**src/rtl/loop_controller.sv**
```systemverilog
// Loop controller for a '['/']' instruction set: return-address stack, forward
// skip of zero-entry loops with nesting count, and a sticky fault state.
module loop_controller #(
  parameter int PC_WIDTH    = 16,
  parameter int STACK_DEPTH = 16,
  parameter int NEST_WIDTH  = 8
) (
  input  logic                               clk,
  input  logic                               reset,
  input  logic [PC_WIDTH-1:0]                pc,
  input  logic                               is_open,
  input  logic                               is_close,
  input  logic                               data_zero,
  input  logic                               stall,
  output logic                               pc_write,
  output logic                               pc_src,
  output logic [PC_WIDTH-1:0]                pc_loaded,
  output logic                               exec_suppress,
  output logic                               error,
  output logic [$clog2(STACK_DEPTH+1)-1:0]   depth
);

  localparam int DW = $clog2(STACK_DEPTH + 1);
  localparam int AW = (STACK_DEPTH > 1) ? $clog2(STACK_DEPTH) : 1;

  typedef enum logic [1:0] {
    S_RUN,
    S_SKIP,
    S_ERROR
  } state_t;

  state_t                r_state;
  state_t                w_state_nxt;
  logic [DW-1:0]         r_depth;
  logic [DW-1:0]         w_depth_nxt;
  logic [NEST_WIDTH-1:0] r_nest;
  logic [NEST_WIDTH-1:0] w_nest_nxt;
  logic                  w_push;
  logic                  w_fault;
  logic                  w_empty;
  logic                  w_full;
  logic [DW-1:0]         w_depth_m1;
  logic [AW-1:0]         w_wr_idx;
  logic [AW-1:0]         w_top_idx;
  logic [PC_WIDTH-1:0]   r_stack [2**AW];

  assign w_fault    = is_open & is_close;
  assign w_empty    = (r_depth == '0);
  assign w_full     = (r_depth == DW'(STACK_DEPTH));
  assign w_depth_m1 = r_depth - DW'(1);
  assign w_wr_idx   = r_depth[AW-1:0];
  assign w_top_idx  = w_depth_m1[AW-1:0];

  assign pc_loaded  = w_empty ? '0 : r_stack[w_top_idx] + PC_WIDTH'(1);
  assign error      = (r_state == S_ERROR);
  assign depth      = r_depth;

  always_comb begin
    w_state_nxt   = r_state;
    w_depth_nxt   = r_depth;
    w_nest_nxt    = r_nest;
    w_push        = 1'b0;
    pc_write      = 1'b0;
    pc_src        = 1'b0;
    exec_suppress = 1'b0;
    case (r_state)
      S_RUN: begin
        if (w_fault) begin
          w_state_nxt   = S_ERROR;
          exec_suppress = 1'b1;
        end else if (!stall) begin
          if (is_open) begin
            if (data_zero) begin
              w_state_nxt   = S_SKIP;
              w_nest_nxt    = NEST_WIDTH'(1);
              pc_write      = 1'b1;
              exec_suppress = 1'b1;
            end else if (w_full) begin
              w_state_nxt   = S_ERROR;
              exec_suppress = 1'b1;
            end else begin
              w_push      = 1'b1;
              w_depth_nxt = r_depth + DW'(1);
              pc_write    = 1'b1;
            end
          end else if (is_close) begin
            if (w_empty) begin
              w_state_nxt   = S_ERROR;
              exec_suppress = 1'b1;
            end else if (data_zero) begin
              w_depth_nxt = w_depth_m1;
              pc_write    = 1'b1;
            end else begin
              pc_write = 1'b1;
              pc_src   = 1'b1;
            end
          end else begin
            pc_write = 1'b1;
          end
        end
      end
      S_SKIP: begin
        exec_suppress = 1'b1;
        if (w_fault) begin
          w_state_nxt = S_ERROR;
        end else if (is_open) begin
          if (r_nest == '1) begin
            w_state_nxt = S_ERROR;
          end else begin
            w_nest_nxt = r_nest + NEST_WIDTH'(1);
            pc_write   = 1'b1;
          end
        end else if (is_close) begin
          pc_write   = 1'b1;
          w_nest_nxt = r_nest - NEST_WIDTH'(1);
          if (r_nest <= NEST_WIDTH'(1)) begin
            w_nest_nxt  = '0;
            w_state_nxt = S_RUN;
          end
        end else begin
          pc_write = 1'b1;
        end
      end
      default: begin
        exec_suppress = 1'b1;
      end
    endcase
    if (reset) begin
      pc_write = 1'b0;
      pc_src   = 1'b0;
    end
  end

  always_ff @(posedge clk) begin
    if (reset) begin
      r_state <= S_RUN;
      r_depth <= '0;
      r_nest  <= '0;
    end else begin
      r_state <= w_state_nxt;
      r_depth <= w_depth_nxt;
      r_nest  <= w_nest_nxt;
    end
  end

  // Stack contents are not reset; depth alone decides which entries are live.
  always_ff @(posedge clk) begin
    if (!reset && w_push) begin
      r_stack[w_wr_idx] <= pc;
    end
  end

endmodule
```
**config.mk**
```make
export PLATFORM = sky130hd
export DESIGN_NAME = loop_controller
export DESIGN_NICKNAME = d
export VERILOG_FILES = /design/src/rtl/loop_controller.sv
export SDC_FILE = /design/constraint.sdc
export NUM_CORES = 1
export LEC_CHECK = 0
export CAP_MARGIN = 20
export CORE_MARGIN = 2
export CORE_UTILIZATION = 53
export CTS_BUF_LIST = sky130_fd_sc_hd__clkbuf_2 sky130_fd_sc_hd__clkbuf_4 sky130_fd_sc_hd__clkbuf_8
export DETAILED_ROUTE_END_ITERATION = 8
export GPL_ROUTABILITY_DRIVEN = 0
export PLACE_DENSITY = 0.83
export SLEW_MARGIN = 30
export SYNTH_ARGS = -nofsm -noshare
export SYNTH_HDL_FRONTEND = slang
export SYNTH_SLANG_ARGS = --single-unit
```
**constraint.sdc**
```tcl
create_clock -name clk -period 12.1 [get_ports clk]
set_input_delay 2.42 -clock clk [delete_from_list [all_inputs] [get_ports clk]]
set_output_delay 2.42 -clock clk [all_outputs]
set_load 0.02 [all_outputs]
```
**After elaboration in Yosys (flattened, before gate mapping)**

Memory sizes are Yosys's and may differ from the RTL's.
Index checks and enable logic that the tools add are counted.

- Order comparisons: 1
- Eq/ne operators: 21
- Reduce and logical (&&, ||, !) cells: 10
- $add $sub $neg: 5
- Multiplexer cells: 65
- Bitwise gates (word level): 3

Operators by type and width:

| operator | number |
|---|---|
| 8-bit two-way mux | 9 |
| 1-bit two-way mux | 34 |
| 5-bit two-way mux | 6 |
| 2-bit two-way mux | 12 |
| 8-bit AND reduction | 3 |
| 4-bit != test, second input constant | 5 |
| 16-bit by 1-bit adder with 16-bit output, second input constant | 1 |
| 16-bit two-way mux | 1 |
| 2-bit != test, second input constant | 8 |
| 8-bit case mux with 2 select lines | 1 |
| 3-bit != test, second input constant | 3 |
| 8-bit by 1-bit adder with 8-bit output, second input constant | 1 |
| 8-bit equality test, second input constant | 1 |
| 8-bit by 1-bit less-or-equal comparator with 1-bit output, second input constant | 1 |
| 8-bit by 1-bit subtractor with 8-bit output, second input constant | 1 |
| 2-bit nonzero test | 3 |
| 5-bit by 1-bit adder with 5-bit output, second input constant | 1 |
| 5-bit equality test, second input constant | 1 |
| 5-bit logical NOT | 1 |
| 5-bit != test, second input constant | 1 |
| 5-bit by 1-bit subtractor with 5-bit output, second input constant | 1 |
| 2-bit case mux with 2 select lines | 1 |
| 2-bit by 1-bit equality test with 1-bit output, second input constant | 1 |
| 2-bit equality test, second input constant | 1 |
| 6 further kinds | 7 |

- Output and inout port bits: 25
- Memory bits (writable): 256
- Memories kept: 1
- Register bits: 15

Memory list:

| name | words | bits a word | rd ports | clocked after memory_dff | wr ports | RTL line | text |
|---|---|---|---|---|---|---|---|
| r_stack | 16 | 16 | 1 | 0 | 1 | 45 | `logic [PC_WIDTH-1:0] r_stack [2**AW];` |

**Longest topological paths before layout**

- Word-level depth: 10
- Depth in mapped cells: 19
- Depth with buffers taken out: 12

**Worst setup path after synthesis**

OpenSTA, ideal clock, no wires.

- Path type: register -> output
- From: reg r_depth[0], in the netlist depth[0]
- To: out pc_loaded[6]
- Data required time: 9.680 ns
- Path slack: 5.680 ns
- Path buffers: 7
- Stages on the path, launching flop included: 20
- Arrival time: 4.000 ns
- Cells stage by stage: dfxtp_1 -> buf_4 -> buf_6 -> buf_6 -> inv_2 -> clkbuf_1 -> ha_1 -> buf_2 -> buf_2 -> buf_2 -> mux4_2 -> nand2_1 -> a21oi_1 -> a41o_1 -> ha_1 -> nand2_1 -> a211oi_1 -> xnor2_1 -> nor2_1 -> a211oi_1

- Longest elaborated chain between the ends: 4

Ends and longest elaborated chain:

| what | RTL line | text |
|---|---|---|
| from (decl) | 34 | `logic [DW-1:0] r_depth;` |
| from (signal assigned) | 141 | `r_depth <= w_depth_nxt;` |
| 5-bit by 1-bit subtractor with 5-bit output | 50 | `assign w_depth_m1 = r_depth - DW'(1);` |
| memory 16 x 16 bit | -- |  |
| 16-bit by 1-bit adder with 16-bit output | 54 | `assign pc_loaded = w_empty ? '0 : r_stack[w_top_idx] + PC_WIDTH'(1);` |
| 16-bit two-way mux (*) | 54 |  |
| to (decl) | 17 | `output logic [PC_WIDTH-1:0] pc_loaded,` |

Mark *: on every way between the ends. The rest lies on a longest branch, timed or not.

**Worst setup path after layout**

- From: reg r_depth[0], in the netlist depth[0]
- To: out pc_loaded[8]

Same word-level chain as after synthesis.

==> impl_metrics.json <==
{
  "grt_pass1_wl_mm": 39.0,
  "grt.total_usage_pct": 21.8,
  "tns_ns": 0,
  "synth_cells": 742,
  "p_per_area_nw_per_um2": 152,
  "synthArstFlopShare_pct": 0,
  "crit_chain": "inv_2, ha_2, buf_4, mux2i_1, mux4_2, or2_1, nor2_1, a22oi_1, or3_1, a21oi_1, clkdlybuf4s50_1",
  "htreeDepth": 2,
  "synthesis.nets": 773,
  "setup_viol_count_final": 0,
  "r2r_setup_slack_ns": 8.51,
  "hp-start": "r_nest[7]",
  "ctsHoldBuffers": 0,
  "dpl.hpwl_mm": 15.1,
  "synth_mux_area_share_pct": 13.1,
  "reg2reg_from": "depth[0]",
  "start_util_pct": 53.8,
  "ys_warn_count": 0,
  "path_buf_inv": 3,
  "seq_area_frac_synth_pct": 68.2,
  "crit_fanout": 40,
  "ctsResizeCount": 0,
  "p_total_uw": 2030,
  "diodes": 0,
  "synth_top_area_cell": "edfxtp_1",
  "netlist_area_um2": 11700,
  "insertion_delay_ns": 0.54,
  "postCtsSetupRepairBufs": 0,
  "vias": 6871,
  "cap_violations": 0,
  "clkSlewWorstSetupHoldPaths_ns": 0.06,
  "drtPass1Iterations": 5,
  "worst_slew_margin_rel_pct": 39.5,
  "synthDistinctLibCells": 62,
  "reg2reg_depth": 7,
  "r2r_end": "r_stack[1][4]",
  "root_buffer": "clkbuf_8",
  "ant_nets": 0,
  "clock_sinks": 271,
  "cts_tree": "done",
  "antenna_found_initial": 1,
  "setup_slack_ns": 4.14,
  "multi_input_area_um2": 3570,
  "cellLeakagePower_uw": 0.00426,
  "grt_max_degree": 48,
  "crit_path_start_kind": "flop",
  "grt_pass1_vias": 6697,
  "register_area_um2": 7990,
  "synth_compound_area_share_pct": 4.60,
  "synth_top_family_by_area": "multiplexers",
  "hold_viol": 0,
  "max_stage_delay_ns": 0.77,
  "status": "completed",
  "holdWs_ns": 0.502,
  "drive_gt1_share_pct": 18.6,
  "grt_overflow": 0,
  "setup.worst_path.class": "flop to primary output",
  "synth_edf_count": 256,
  "min_to": "r_nest[7]",
  "nets": 840,
  "wl_per_cell_um": 22.8,
  "rows": 54,
  "synth_ff_type": "edfxtp_1",
  "place_ws_ns": 4.62,
  "die_h_um": 153,
  "cp_top_family": "buffers and inverters",
  "finalCriticalPeriod_ns": 7.96,
  "viasPerCell": 6.15,
  "worstHoldPathType": "flop to flop",
  "ys_ff_latch": 271,
  "core_um2": 21800,
  "area_delta_synth_final_pct": 14.1,
  "whs_path_depth": 2,
  "fillers": 1557,
  "cts_made_buffers": 43,
  "vdd_drop_max_mv": 0.159,
  "synth-simple-area-share_pct": 9.05,
  "synth-xor-area-share_pct": 1.84,
  "synthTopCellsByArea": "edfxtp_1, mux4_2, mux2i_1",
  "cpMaxStageDelayCell": "ha_2",
  "endpoint_kind": "primary output",
  "tightest_slew_ns": 0.905,
  "clk_path_buf_depth": 3,
  "fmax_mhz": 126,
  "remaining_drc_errors": 0,
  "rsz0062_at_grt": "false",
  "timing.final.crit_share_pct": 65.7,
  "drt_iter0_markers": 731,
  "arrival_ns": 5.54,
  "postSynthAreaPerCell_um2": 15.8,
  "finClkSkew_ns": 0.00969,
  "netlist.area_leader.share_pct": 65.7,
  "synthAdderAreaFrac_pct": 0.962,
  "die_w_um": 153,
  "io_pins": 47,
  "io_buffers": 46,
  "die-area_um2": 23300,
  "slew_violations": 0,
  "routed_wl_mm": 25.4,
  "worstPathRequired_ns": 9.68
}
power by group:
part	internal (uW)	leakage [uW]	switching, uW
combinational	93.3	0.00139	133
sequential	1030	0.00242	8.82
clock	424	0.000443	343
worst max-delay path by stage:
stage,from,cells past startpoint,end
after floorplan,depth[0],19,pc_loaded[6]
after global placement,is_open,8,pc_write
after detailed placement,is_open,8,pc_write
after CTS,depth[0],12,pc_loaded[14]
after global routing,depth[0],12,pc_loaded[15]
final,depth[0],11,pc_loaded[8]
cell type report:
class / instances / area share (%)
clock inverter: 16 / 0.983
timing repair buffer: 62 / 4.34
multi-input combinational: 424 / 26.7
clock buffer: 58 / 5.32
inverter: 7 / 0.197
sequential: 271 / 59.8
tap: 280 / 2.62
flip-flops by register name, indices dropped and copies added, names as in the netlist:
register	count
r_stack	256
r_nest	8
depth	5
r_state	2
through the flow:
step | std cells | cell area, um^2 | util [%]
2_1_floorplan | 742 | 11700 | -
3_3_place_gp | 1044 | 12500 | 57.4
3_5_place_dp | 1044 | 12500 | 57.5
4_1_cts | 1118 | 13400 | 61.4
5_1_grt | 1118 | 13400 | 61.4
6_report | 1118 | 13400 | 61.4
per-layer routing:
metal	vias up	routed length, um	global-route usage, %
met2	339	12200	34.7
met3	63	2060	4.69
met1	3422	10300	29.8
met4	0	862	8.77
li1	3047	-	-
met5	-	0	0
kinds of logic after synthesis:
group	Yosys count
and+or+nand+nor	217
DFF	271
AOI/OAI and AO/OA	82
muxes	94
buffers and inverters	47
xor gates and xnor gates	22
adders and majority gates	9
worst register-to-register path, stage by stage, from the launching register on:
cell and delay (ns):
dfxtp_4 0.68, inv_2 0.29, ha_2 0.30, a31oi_1 0.30, nor3b_1 0.52, nand2_1 0.30, nor3_4 0.55, buf_4 0.34
synth_stat cells (5+ instances only):
master,n
dfxtp_1,15
mux4_2,42
a31oi_1,6
buf_6,6
a32oi_1,6
nor2_1,59
mux2i_1,47
buf_4,7
a211oi_1,6
nand3_1,24
xnor2_1,11
nand2_1,70
edfxtp_1,256
nand2b_1,5
xor2_1,8
clkbuf_1,14
o21ai_0,20
inv_1,6
nor3_1,14
a21oi_1,21
ha_1,9
nor2b_1,8
buf_2,11
layout by cell type, fill, tap and decap left out, drive strengths merged, types with 5 or more instances in the layout:
master         instances
edfxtp               256
nand2                 70
nor2                  59
clkbuf                58
mux2i                 47
clkdlybuf4s50         46
mux4                  46
nand3                 24
a21oi                 21
o21ai                 20
buf                   16
nor3                  16
dfxtp                 15
xnor2                 12
clkinv                11
xor2                  10
ha                     9
nor2b                  8
inv                    8
a31oi                  6
a32oi                  6
a211oi                 6
nand2b                 5
nor4                   5
Power figures use the tool's default switching activity.
